`src/rtl/mem_bus_arbiter_pkg.sv`:
```
// Shared definitions for the IF/MEM memory bus arbiter: bus widths, zero
// constants, polarity constants and FSM state encodings.
package mem_bus_arbiter_pkg;

  localparam int unsigned DataBus = 32;
  localparam int unsigned AddrBus = 32;
  localparam int unsigned SelBus  = 4;

  localparam logic [DataBus-1:0] ZeroData     = '0;
  localparam logic [AddrBus-1:0] ZeroDataAddr = '0;

  localparam logic RstEnable    = 1'b1;
  localparam logic WriteEnable  = 1'b1;
  localparam logic WriteDisable = 1'b0;

  localparam logic [SelBus-1:0] SelAll = '1;

  typedef enum logic [1:0] {
    ARB_IDLE = 2'd0,
    ARB_MEM  = 2'd1,
    ARB_IF   = 2'd2
  } arb_state_t;

endpackage

```
`src/rtl/mem_bus_arbiter_if.sv`:
```
// Request/ack bundle between the IF stage, the MEM stage, pipeline control
// and the external memory bus. The arbiter uses the master modport; the
// surrounding pipeline and memory slave use the slave modport.
interface mem_bus_arbiter_if
  import mem_bus_arbiter_pkg::*;
#(
  parameter int unsigned ADDR_W = AddrBus,
  parameter int unsigned DATA_W = DataBus
);

  logic                if_req_i;
  logic [ADDR_W-1:0]   if_addr_i;
  logic [DATA_W-1:0]   if_rdata_o;
  logic                if_ack_o;

  logic                mem_req_i;
  logic                mem_we_i;
  logic [ADDR_W-1:0]   mem_addr_i;
  logic [DATA_W-1:0]   mem_wdata_i;
  logic [SelBus-1:0]   mem_sel_i;
  logic [DATA_W-1:0]   mem_rdata_o;
  logic                mem_ack_o;

  logic                bus_req_o;
  logic                bus_we_o;
  logic [ADDR_W-1:0]   bus_addr_o;
  logic [DATA_W-1:0]   bus_wdata_o;
  logic [SelBus-1:0]   bus_sel_o;
  logic [DATA_W-1:0]   bus_rdata_i;
  logic                bus_ack_i;

  logic                err_o;
  logic                stall_req_o;

  modport master (
    input  if_req_i, if_addr_i,
    input  mem_req_i, mem_we_i, mem_addr_i, mem_wdata_i, mem_sel_i,
    input  bus_rdata_i, bus_ack_i,
    output if_rdata_o, if_ack_o,
    output mem_rdata_o, mem_ack_o,
    output bus_req_o, bus_we_o, bus_addr_o, bus_wdata_o, bus_sel_o,
    output err_o, stall_req_o
  );

  modport slave (
    output if_req_i, if_addr_i,
    output mem_req_i, mem_we_i, mem_addr_i, mem_wdata_i, mem_sel_i,
    output bus_rdata_i, bus_ack_i,
    input  if_rdata_o, if_ack_o,
    input  mem_rdata_o, mem_ack_o,
    input  bus_req_o, bus_we_o, bus_addr_o, bus_wdata_o, bus_sel_o,
    input  err_o, stall_req_o
  );

endinterface

```
`src/rtl/mem_bus_arbiter_bus_watchdog.sv`:
```
// Bus cycle watchdog: counts BUSY cycles without a slave ack and flags a
// timeout once the count reaches TIMEOUT_CYCLES. Only built with
// BUS_TIMEOUT_EN.
module mem_bus_arbiter_bus_watchdog
  import mem_bus_arbiter_pkg::*;
#(
  parameter int unsigned TIMEOUT_CYCLES = 255
) (
  input  logic clk,
  input  logic rst,
  input  logic grant,
  input  logic busy,
  input  logic bus_ack,
  output logic timeout_c
);

  localparam int unsigned CntW = $clog2(TIMEOUT_CYCLES + 1);

  logic [CntW-1:0] cnt_q;

  // Cycle counter: cleared on grant, saturates at the limit.
  always_ff @(posedge clk) begin
    if (rst == RstEnable) begin
      cnt_q <= '0;
    end else if (grant) begin
      cnt_q <= '0;
    end else if (busy && !bus_ack && (cnt_q != CntW'(TIMEOUT_CYCLES))) begin
      cnt_q <= cnt_q + CntW'(1);
    end
  end

  assign timeout_c = busy && (cnt_q == CntW'(TIMEOUT_CYCLES));

endmodule

```
`src/rtl/mem_bus_arbiter.sv`:
```
// Arbitrates the single-ported external memory bus between instruction fetch
// and load/store. MEM has fixed priority over IF. Optional bus watchdog is
// enabled with the BUS_TIMEOUT_EN macro.
module mem_bus_arbiter
  import mem_bus_arbiter_pkg::*;
#(
  parameter int unsigned ADDR_W         = AddrBus,
  parameter int unsigned DATA_W         = DataBus,
  parameter int unsigned TIMEOUT_CYCLES = 255
) (
  input logic               clk,
  input logic               rst,
  mem_bus_arbiter_if.master bus
);

  arb_state_t state_q, state_d;

  logic              bus_req_q,   bus_req_d;
  logic              bus_we_q,    bus_we_d;
  logic [ADDR_W-1:0] bus_addr_q,  bus_addr_d;
  logic [DATA_W-1:0] bus_wdata_q, bus_wdata_d;
  logic [SelBus-1:0] bus_sel_q,   bus_sel_d;
  logic              if_ack_q,    if_ack_d;
  logic              mem_ack_q,   mem_ack_d;
  logic [DATA_W-1:0] if_rdata_q,  if_rdata_d;
  logic [DATA_W-1:0] mem_rdata_q, mem_rdata_d;
  logic              err_q,       err_d;

  logic grant_c;
  logic busy_c;
  logic timeout_c;

  assign busy_c = (state_q != ARB_IDLE);

`ifdef BUS_TIMEOUT_EN
  mem_bus_arbiter_bus_watchdog #(
    .TIMEOUT_CYCLES (TIMEOUT_CYCLES)
  ) u_bus_watchdog (
    .clk       (clk),
    .rst       (rst),
    .grant     (grant_c),
    .busy      (busy_c),
    .bus_ack   (bus.bus_ack_i),
    .timeout_c (timeout_c)
  );
`else
  // Without the watchdog a BUSY state waits for the slave indefinitely.
  logic unused_timeout_cfg;
  assign unused_timeout_cfg = ^32'(TIMEOUT_CYCLES);
  assign timeout_c = 1'b0;
`endif

  // State and registered outputs.
  always_ff @(posedge clk) begin
    if (rst == RstEnable) begin
      state_q     <= ARB_IDLE;
      bus_req_q   <= 1'b0;
      bus_we_q    <= WriteDisable;
      bus_addr_q  <= ADDR_W'(ZeroDataAddr);
      bus_wdata_q <= DATA_W'(ZeroData);
      bus_sel_q   <= '0;
      if_ack_q    <= 1'b0;
      mem_ack_q   <= 1'b0;
      if_rdata_q  <= DATA_W'(ZeroData);
      mem_rdata_q <= DATA_W'(ZeroData);
      err_q       <= 1'b0;
    end else begin
      state_q     <= state_d;
      bus_req_q   <= bus_req_d;
      bus_we_q    <= bus_we_d;
      bus_addr_q  <= bus_addr_d;
      bus_wdata_q <= bus_wdata_d;
      bus_sel_q   <= bus_sel_d;
      if_ack_q    <= if_ack_d;
      mem_ack_q   <= mem_ack_d;
      if_rdata_q  <= if_rdata_d;
      mem_rdata_q <= mem_rdata_d;
      err_q       <= err_d;
    end
  end

  // Next state: grant in IDLE (a requester with ack high is ineligible),
  // complete in BUSY on slave ack or watchdog timeout.
  always_comb begin
    state_d     = state_q;
    bus_req_d   = bus_req_q;
    bus_we_d    = bus_we_q;
    bus_addr_d  = bus_addr_q;
    bus_wdata_d = bus_wdata_q;
    bus_sel_d   = bus_sel_q;
    if_ack_d    = 1'b0;
    mem_ack_d   = 1'b0;
    if_rdata_d  = if_rdata_q;
    mem_rdata_d = mem_rdata_q;
    err_d       = 1'b0;
    grant_c     = 1'b0;

    unique case (state_q)
      ARB_IDLE: begin
        if (bus.mem_req_i && !mem_ack_q) begin
          state_d     = ARB_MEM;
          grant_c     = 1'b1;
          bus_req_d   = 1'b1;
          bus_we_d    = bus.mem_we_i;
          bus_addr_d  = bus.mem_addr_i;
          bus_wdata_d = bus.mem_wdata_i;
          bus_sel_d   = bus.mem_sel_i;
        end else if (bus.if_req_i && !if_ack_q) begin
          state_d     = ARB_IF;
          grant_c     = 1'b1;
          bus_req_d   = 1'b1;
          bus_we_d    = WriteDisable;
          bus_addr_d  = bus.if_addr_i;
          bus_wdata_d = DATA_W'(ZeroData);
          bus_sel_d   = SelAll;
        end
      end
      ARB_MEM, ARB_IF: begin
        if (bus.bus_ack_i || timeout_c) begin
          state_d   = ARB_IDLE;
          bus_req_d = 1'b0;
          err_d     = !bus.bus_ack_i;
          if (state_q == ARB_MEM) begin
            mem_ack_d = 1'b1;
            if (!bus.bus_ack_i) begin
              mem_rdata_d = DATA_W'(ZeroData);
            end else if (bus_we_q != WriteEnable) begin
              mem_rdata_d = bus.bus_rdata_i;
            end
          end else begin
            if_ack_d   = 1'b1;
            if_rdata_d = bus.bus_ack_i ? bus.bus_rdata_i : DATA_W'(ZeroData);
          end
        end
      end
      default: state_d = ARB_IDLE;
    endcase
  end

  assign bus.bus_req_o   = bus_req_q;
  assign bus.bus_we_o    = bus_we_q;
  assign bus.bus_addr_o  = bus_addr_q;
  assign bus.bus_wdata_o = bus_wdata_q;
  assign bus.bus_sel_o   = bus_sel_q;
  assign bus.if_ack_o    = if_ack_q;
  assign bus.if_rdata_o  = if_rdata_q;
  assign bus.mem_ack_o   = mem_ack_q;
  assign bus.mem_rdata_o = mem_rdata_q;
  assign bus.err_o       = err_q;

  // Stall while any requester is still waiting for its ack.
  assign bus.stall_req_o = (bus.if_req_i & ~if_ack_q) | (bus.mem_req_i & ~mem_ack_q);

endmodule

```
`src/flat_wrapper.sv`:
```
// flat-port wrapper written by rule: the top's interface ports become plain ports
module mem_bus_arbiter_flat import mem_bus_arbiter_pkg::*;
#(
  parameter int unsigned ADDR_W         = AddrBus,
  parameter int unsigned DATA_W         = DataBus,
  parameter int unsigned TIMEOUT_CYCLES = 255
)
  (clk, rst, bus_if_req_i, bus_if_addr_i, bus_mem_req_i, bus_mem_we_i, bus_mem_addr_i, bus_mem_wdata_i, bus_mem_sel_i, bus_bus_rdata_i, bus_bus_ack_i, bus_if_rdata_o, bus_if_ack_o, bus_mem_rdata_o, bus_mem_ack_o, bus_bus_req_o, bus_bus_we_o, bus_bus_addr_o, bus_bus_wdata_o, bus_bus_sel_o, bus_err_o, bus_stall_req_o);
  mem_bus_arbiter_if #(.ADDR_W(ADDR_W), .DATA_W(DATA_W)) bus_i ();
  input logic clk;
  input logic rst;
  input wire logic [$bits(bus_i.if_req_i)-1:0] bus_if_req_i;
  input wire logic [$bits(bus_i.if_addr_i)-1:0] bus_if_addr_i;
  input wire logic [$bits(bus_i.mem_req_i)-1:0] bus_mem_req_i;
  input wire logic [$bits(bus_i.mem_we_i)-1:0] bus_mem_we_i;
  input wire logic [$bits(bus_i.mem_addr_i)-1:0] bus_mem_addr_i;
  input wire logic [$bits(bus_i.mem_wdata_i)-1:0] bus_mem_wdata_i;
  input wire logic [$bits(bus_i.mem_sel_i)-1:0] bus_mem_sel_i;
  input wire logic [$bits(bus_i.bus_rdata_i)-1:0] bus_bus_rdata_i;
  input wire logic [$bits(bus_i.bus_ack_i)-1:0] bus_bus_ack_i;
  output wire logic [$bits(bus_i.if_rdata_o)-1:0] bus_if_rdata_o;
  output wire logic [$bits(bus_i.if_ack_o)-1:0] bus_if_ack_o;
  output wire logic [$bits(bus_i.mem_rdata_o)-1:0] bus_mem_rdata_o;
  output wire logic [$bits(bus_i.mem_ack_o)-1:0] bus_mem_ack_o;
  output wire logic [$bits(bus_i.bus_req_o)-1:0] bus_bus_req_o;
  output wire logic [$bits(bus_i.bus_we_o)-1:0] bus_bus_we_o;
  output wire logic [$bits(bus_i.bus_addr_o)-1:0] bus_bus_addr_o;
  output wire logic [$bits(bus_i.bus_wdata_o)-1:0] bus_bus_wdata_o;
  output wire logic [$bits(bus_i.bus_sel_o)-1:0] bus_bus_sel_o;
  output wire logic [$bits(bus_i.err_o)-1:0] bus_err_o;
  output wire logic [$bits(bus_i.stall_req_o)-1:0] bus_stall_req_o;
  assign bus_i.if_req_i = bus_if_req_i;
  assign bus_i.if_addr_i = bus_if_addr_i;
  assign bus_i.mem_req_i = bus_mem_req_i;
  assign bus_i.mem_we_i = bus_mem_we_i;
  assign bus_i.mem_addr_i = bus_mem_addr_i;
  assign bus_i.mem_wdata_i = bus_mem_wdata_i;
  assign bus_i.mem_sel_i = bus_mem_sel_i;
  assign bus_i.bus_rdata_i = bus_bus_rdata_i;
  assign bus_i.bus_ack_i = bus_bus_ack_i;
  assign bus_if_rdata_o = bus_i.if_rdata_o;
  assign bus_if_ack_o = bus_i.if_ack_o;
  assign bus_mem_rdata_o = bus_i.mem_rdata_o;
  assign bus_mem_ack_o = bus_i.mem_ack_o;
  assign bus_bus_req_o = bus_i.bus_req_o;
  assign bus_bus_we_o = bus_i.bus_we_o;
  assign bus_bus_addr_o = bus_i.bus_addr_o;
  assign bus_bus_wdata_o = bus_i.bus_wdata_o;
  assign bus_bus_sel_o = bus_i.bus_sel_o;
  assign bus_err_o = bus_i.err_o;
  assign bus_stall_req_o = bus_i.stall_req_o;
  mem_bus_arbiter #(.ADDR_W(ADDR_W), .DATA_W(DATA_W), .TIMEOUT_CYCLES(TIMEOUT_CYCLES)) u_core (.clk(clk), .rst(rst), .bus(bus_i));
endmodule
```
`config.mk`:
```
export PLATFORM = sky130hd
export DESIGN_NAME = mem_bus_arbiter_flat
export DESIGN_NICKNAME = d
export VERILOG_FILES = /design/src/rtl/mem_bus_arbiter_pkg.sv /design/src/rtl/mem_bus_arbiter_if.sv /design/src/rtl/mem_bus_arbiter_bus_watchdog.sv /design/src/rtl/mem_bus_arbiter.sv /design/src/flat_wrapper.sv
export SDC_FILE = /design/constraint.sdc
export NUM_CORES = 1
export LEC_CHECK = 0
export CORE_MARGIN = 2
export CORE_UTILIZATION = 40
export CTS_CLUSTER_DIAMETER = 200
export DETAILED_ROUTE_END_ITERATION = 8
export HOLD_SLACK_MARGIN = 0.12
export MAX_ROUTING_LAYER = met4
export PLACE_DENSITY = 0.87
export SLEW_MARGIN = 20
export SYNTH_ARGS = -nofsm -noshare
export SYNTH_HDL_FRONTEND = slang
export SYNTH_SLANG_ARGS = --single-unit
```
`constraint.sdc`:
```
create_clock -name clk -period 1.8 [get_ports clk]
set_input_delay 0.45 -clock clk [delete_from_list [all_inputs] [get_ports clk]]
set_output_delay 0.45 -clock clk [all_outputs]
set_load 0.1 [all_outputs]
```
# Word level (Yosys, flattened, before mapping)
# Cells that the tools add are included.
op_classes:
  eq_ne: 4
  n_mux: 18
  bitwise_logic: 9
  n_reduce_logical: 15
ops:
  columns: ["operator", "count"]
  rows:
  - ["32-bit 2-to-1 mux", 4]
  - ["4-bit 2-to-1 mux", 2]
  - ["1-bit 2-to-1 mux", 7]
  - ["2-bit 2-to-1 mux", 3]
  - ["1-bit NOT", 6]
  - ["3-bit AND reduction", 2]
  - ["2-bit case mux with 2 select lines", 1]
  - ["2-bit AND reduction", 2]
  - ["4-bit AND reduction", 1]
  - ["2-bit nonzero test", 2]
  - ["1-bit logical NOT", 3]
  - ["3-bit by 1-bit inequality test with 1-bit output, second input constant", 1]
  - ["3-bit OR reduction", 1]
  - ["1-bit AND", 2]
  - ["2-bit by 1-bit equality test with 1-bit output, second input constant", 1]
  - ["2-bit equality test, second input constant", 1]
  - ["1-bit logical AND", 2]
  - ["2-bit logical NOT", 1]
  - ["2-bit inequality test, second input constant", 1]
  - ["1-bit case mux with 2 select lines", 1]
  - ["2-bit OR reduction", 1]
  - ["1-bit bitwise OR", 1]
word_totals:
  regBits: 139
  inputBits: 138
  out_inout_bits: 138

# Longest topological paths before layout
depth:
  ltp_word: 5
  depth_mapped: 8
  depth_no_buf: 6

# Least setup slack after synthesis
# OpenSTA, ideal clock, no wires.
synth_timing:
  kind: "register to output"
  startpoint: "register u_core.mem_ack_q (netlist: u_core.bus.mem_ack_o)"
  endpoint: "output port bus_stall_req_o"
  t_arrival_ns: 1.763
  required_ns: 1.350
  setup_slack_ns: -0.413
  stages_incl_launch_ff: 4
  cell_sequence: "dfxtp_1 -> nor2b_4 -> buf_6 -> or2_2"
synth_via:
  elab_chain_len: 3
synth_lines:
  columns: ["element", "line_no", "rtl"]
  rows:
  - ["from (decl)", "mem_bus_arbiter.sv:24", "logic mem_ack_q, mem_ack_d;"]
  - ["from (signal assigned)", "mem_bus_arbiter.sv:75", "mem_ack_q <= mem_ack_d;"]
  - ["1-bit NOT", "mem_bus_arbiter.sv:152", "assign bus.stall_req_o = (bus.if_req_i & ~if_ack_q) | (bus.mem_req_i & ~mem_ack_q);"]
  - ["1-bit AND", "mem_bus_arbiter.sv:152", null]
  - ["1-bit bitwise OR", "mem_bus_arbiter.sv:152", null]
  - ["to (decl)", "flat_wrapper.sv:31", "output wire logic [$bits(bus_i.stall_req_o)-1:0] bus_stall_req_o;"]
# No other way between the ends.

# Final worst setup path
layout_timing:
  startpoint: "register u_core.if_ack_q (netlist: u_core.bus.if_ack_o)"
  endpoint: "output port bus_stall_req_o"
layout_via:
  elab_chain_len: 3
layout_lines:
  columns: ["element", "line_no", "rtl"]
  rows:
  - ["from (decl)", "mem_bus_arbiter.sv:23", "logic if_ack_q, if_ack_d;"]
  - ["from (signal assigned)", "mem_bus_arbiter.sv:74", "if_ack_q <= if_ack_d;"]
  - ["1-bit NOT", "mem_bus_arbiter.sv:152", null]
  - ["1-bit AND", "mem_bus_arbiter.sv:152", null]
  - ["1-bit bitwise OR", "mem_bus_arbiter.sv:152", null]
# No other way between the ends.

==> results.yml <==
cts:
  insertion_delay_ns: 0.41
  htree_levels: 4
  hold_buffers: 0
  numCtsBuffers: 17
  clkSinkCount: 139
  clk_pin_slew_ns: 0.06
  cts_tree: "done"
  cts_root_buf: "clkbuf_16"
  clock_path_buffers: 2
synthesis:
  synth_edf_count: 0
  yosys_warnings: 0
  synthCells: 587
  synth_flop_cell: "dfxtp_1"
  yosysUniqueCellTypes: 29
  synth.avg_cell_area_sq_um: 9.12
  syn_area_sq_mm: 0.00535
  ys_seq_area_share_pct: 52.0
  synthArstFlopShare_pct: 0
  synth_fp_nets: 729
  ys_ff_latch: 139
critical_path:
  path_cells: "nor2b_4 -> or2_4 -> buf_12"
  worstSetupStartpointType: "flop"
  crit_buf_inv: 1
  slowest_delay_ns: 0.37
  crit_arrival_ns: 1.27
  path_delay_family: "flip-flops"
  cp.required_ns: 1.35
  cpMaxStageDelayCell: "dfxtp_2"
  worst-path-max-fanout: 3
  worst-setup-path-type: "flop to primary output"
  endpoint_kind: "primary output"
timing:
  period_needed_ns: 1.72
  fin_ws_ns: 0.0780
  slew_headroom_pct: 49.3
  fin_crit_sh_pct: 95.7
  tns_ns: 0
  setup_viol: 0
  slew_violations: 0
  skew_ns: 0.00723
  clock.fmax_mhz: 581
  rsz0062_at_grt: "no"
  worst_pin_slew_ns: 0.760
  hold_violations: 0
layout:
  layout-drive-gt1-share_pct: 26.0
  fin_nets: 999
  diodes: 0
  syn2layout_area_growth_pct: 91.8
global_routing:
  grt_pass1_vias: 5378
  grt_max_degree: 46
  grt_pass1_wl_mm: 28.3
  antenna_found_initial: 0
  grt_use_total_pct: 25.8
  grt_overflow: 0
route:
  wl_per_cell_microns: 17.1
  vias: 5214
  dr.pass1.iters: 5
  drt_iter0_markers: 283
  vias_per_cell: 4.99
  drc: 0
  ant_nets: 0
  wl_mm: 17.9
placed_design:
  gp_congestion: 0.758
  place_ws_ns: -0.421
  portBuffers: 275
  hpwl_mm: 13.0
pwr:
  power.density_mw_per_mm2: 1160
  p_leak_nw: 4.02
  ir_drop_v: 0.000783
floorplanning:
  die_w_microns: 120
  io-pin-count: 276
  core_sq_mm: 0.0131
  num_rows: 42
  start_util_pct: 40.7
  dieArea_sq_mm: 0.0143
  die_h_microns: 120
min_path:
  hold_class: "input pin to flop"
run_status:
  outcome: "complete, no violations"
run:
  maxCapViolCount: 0
[cells by family after synthesis]
logic type | count (synthesis) | share of synthesized area (%)
flops | 139 | 52.0
compound gates | 137 | 18.2
buf+inv | 50 | 6.01
fa+ha+maj | 4 | 0.935
simple gates | 224 | 16.8
mux | 32 | 5.98
other cells | 1 | 0.0701
[repair_timing]
| action | in CTS | in global routing |
|---|---|---|
| cloned | 1 | 0 |
| endpoints found under the setup margin | 1 | 13 |
| pin swaps | 2 | 0 |
| setup buffers | 3 | 0 |
| gates resized for setup | 3 | 1 |
[through the flow]
| stage | area [sq um] | power, W | hold slack, ns | utilization (%) | instances |
|---|---|---|---|---|---|
| floorplan | 5360 | 0.00664 | 0.504 | - | 587 |
| global placement | 9660 | 0.00850 | 0.478 | 73.5 | 1010 |
| detailed placement | 9660 | 0.00860 | 0.484 | 73.5 | 1010 |
| CTS | 10300 | 0.0120 | 0.403 | 78.1 | 1044 |
| global route | 10300 | 0.0123 | 0.417 | 78.2 | 1044 |
| finish | 10300 | 0.0119 | 0.416 | 78.2 | 1044 |
[flip-flops by register name, indices dropped and copies added (netlist names)]
name and cells:
u_core.bus.bus_addr_o 32, u_core.bus.bus_wdata_o 32, u_core.bus.if_rdata_o 32, u_core.bus.mem_rdata_o 32, u_core.bus.bus_sel_o 4, u_core.state_q 2, u_core.bus.bus_req_o 1, u_core.bus.bus_we_o 1
u_core.bus.err_o 1, u_core.bus.if_ack_o 1, u_core.bus.mem_ack_o 1
[Yosys cell counts, drive strengths merged, types with 4 or more instances]
| master | number | area, sq um |
|---|---|---|
| dfxtp | 139 | 2780 |
| buf | 33 | 258 |
| a211oi | 33 | 358 |
| nand2 | 132 | 495 |
| ha | 4 | 50.1 |
| a21oi | 67 | 335 |
| nor2 | 76 | 285 |
| a22oi | 33 | 248 |
| mux2i | 32 | 320 |
| clkbuf | 14 | 52.6 |
| nor3 | 4 | 20.0 |
[placed cells by master, fill, tap and decap left out, types with 2 or more instances in the layout]
master / count
nand2b_1: 3
dlygate4sd2_1: 2
o21ai_0: 2
clkdlybuf4s50_1: 134
clkinvlp_4: 2
nor3_1: 4
dfxtp_2: 2
buf_12: 147
clkbuf_8: 4
a21oi_1: 67
inv_1: 3
a22oi_1: 33
buf_4: 14
or2_2: 2
nand2_1: 132
clkbuf_16: 18
a211oi_1: 11
clkinv_2: 3
nor2_1: 74
a211oi_2: 22
mux2i_1: 32
clkbuf_1: 2
nor2b_4: 2
dfxtp_1: 136
ha_1: 3
nor2_2: 2
[worst paths after layout]
path	startpoint	endpoint	slack, ns	depth (start not counted)
hold / removal	rst	u_core.bus.bus_wdata_o[29]	0.42	2
hold reg to reg	u_core.bus.if_rdata_o[26]	u_core.bus.if_rdata_o[26]	0.49	2
setup / recovery	u_core.bus.if_ack_o	bus_stall_req_o	0.08	3
setup reg to reg	u_core.state_q[0]	u_core.bus.if_rdata_o[17]	0.13	8
[report_power, final]
group,leakage [nW],switching [W],internal (W)
clock network,0.279,0.00127,0.00211
registers,1.14,0.000317,0.00338
logic,2.60,0.00304,0.00180
total,4.02,0.00463,0.00729
[metal layers]
| layer | GRT usage [%] | share of wire [%] | vias to the layer above |
|---|---|---|---|
| met4 | 10.0 | 3.0 | 0 |
| met3 | 7.75 | 8.0 | 38 |
| met5 | - | 0 | - |
| met2 | 44.0 | 51 | 230 |
| met1 | 28.5 | 38 | 2428 |
| li1 | - | - | 2518 |
[area by class of cell]
| type | count | area [sq um] |
|---|---|---|
| repair buffers | 297 | 4410 |
| fillers | 801 | 2870 |
| flip-flops and latches | 139 | 2790 |
| multi-input cells | 399 | 2270 |
| clock buffers | 24 | 513 |
| well taps | 176 | 220 |
| clock inverters | 6 | 60.1 |
| inverters | 3 | 11.3 |
(Power assumes the default switching activity.)
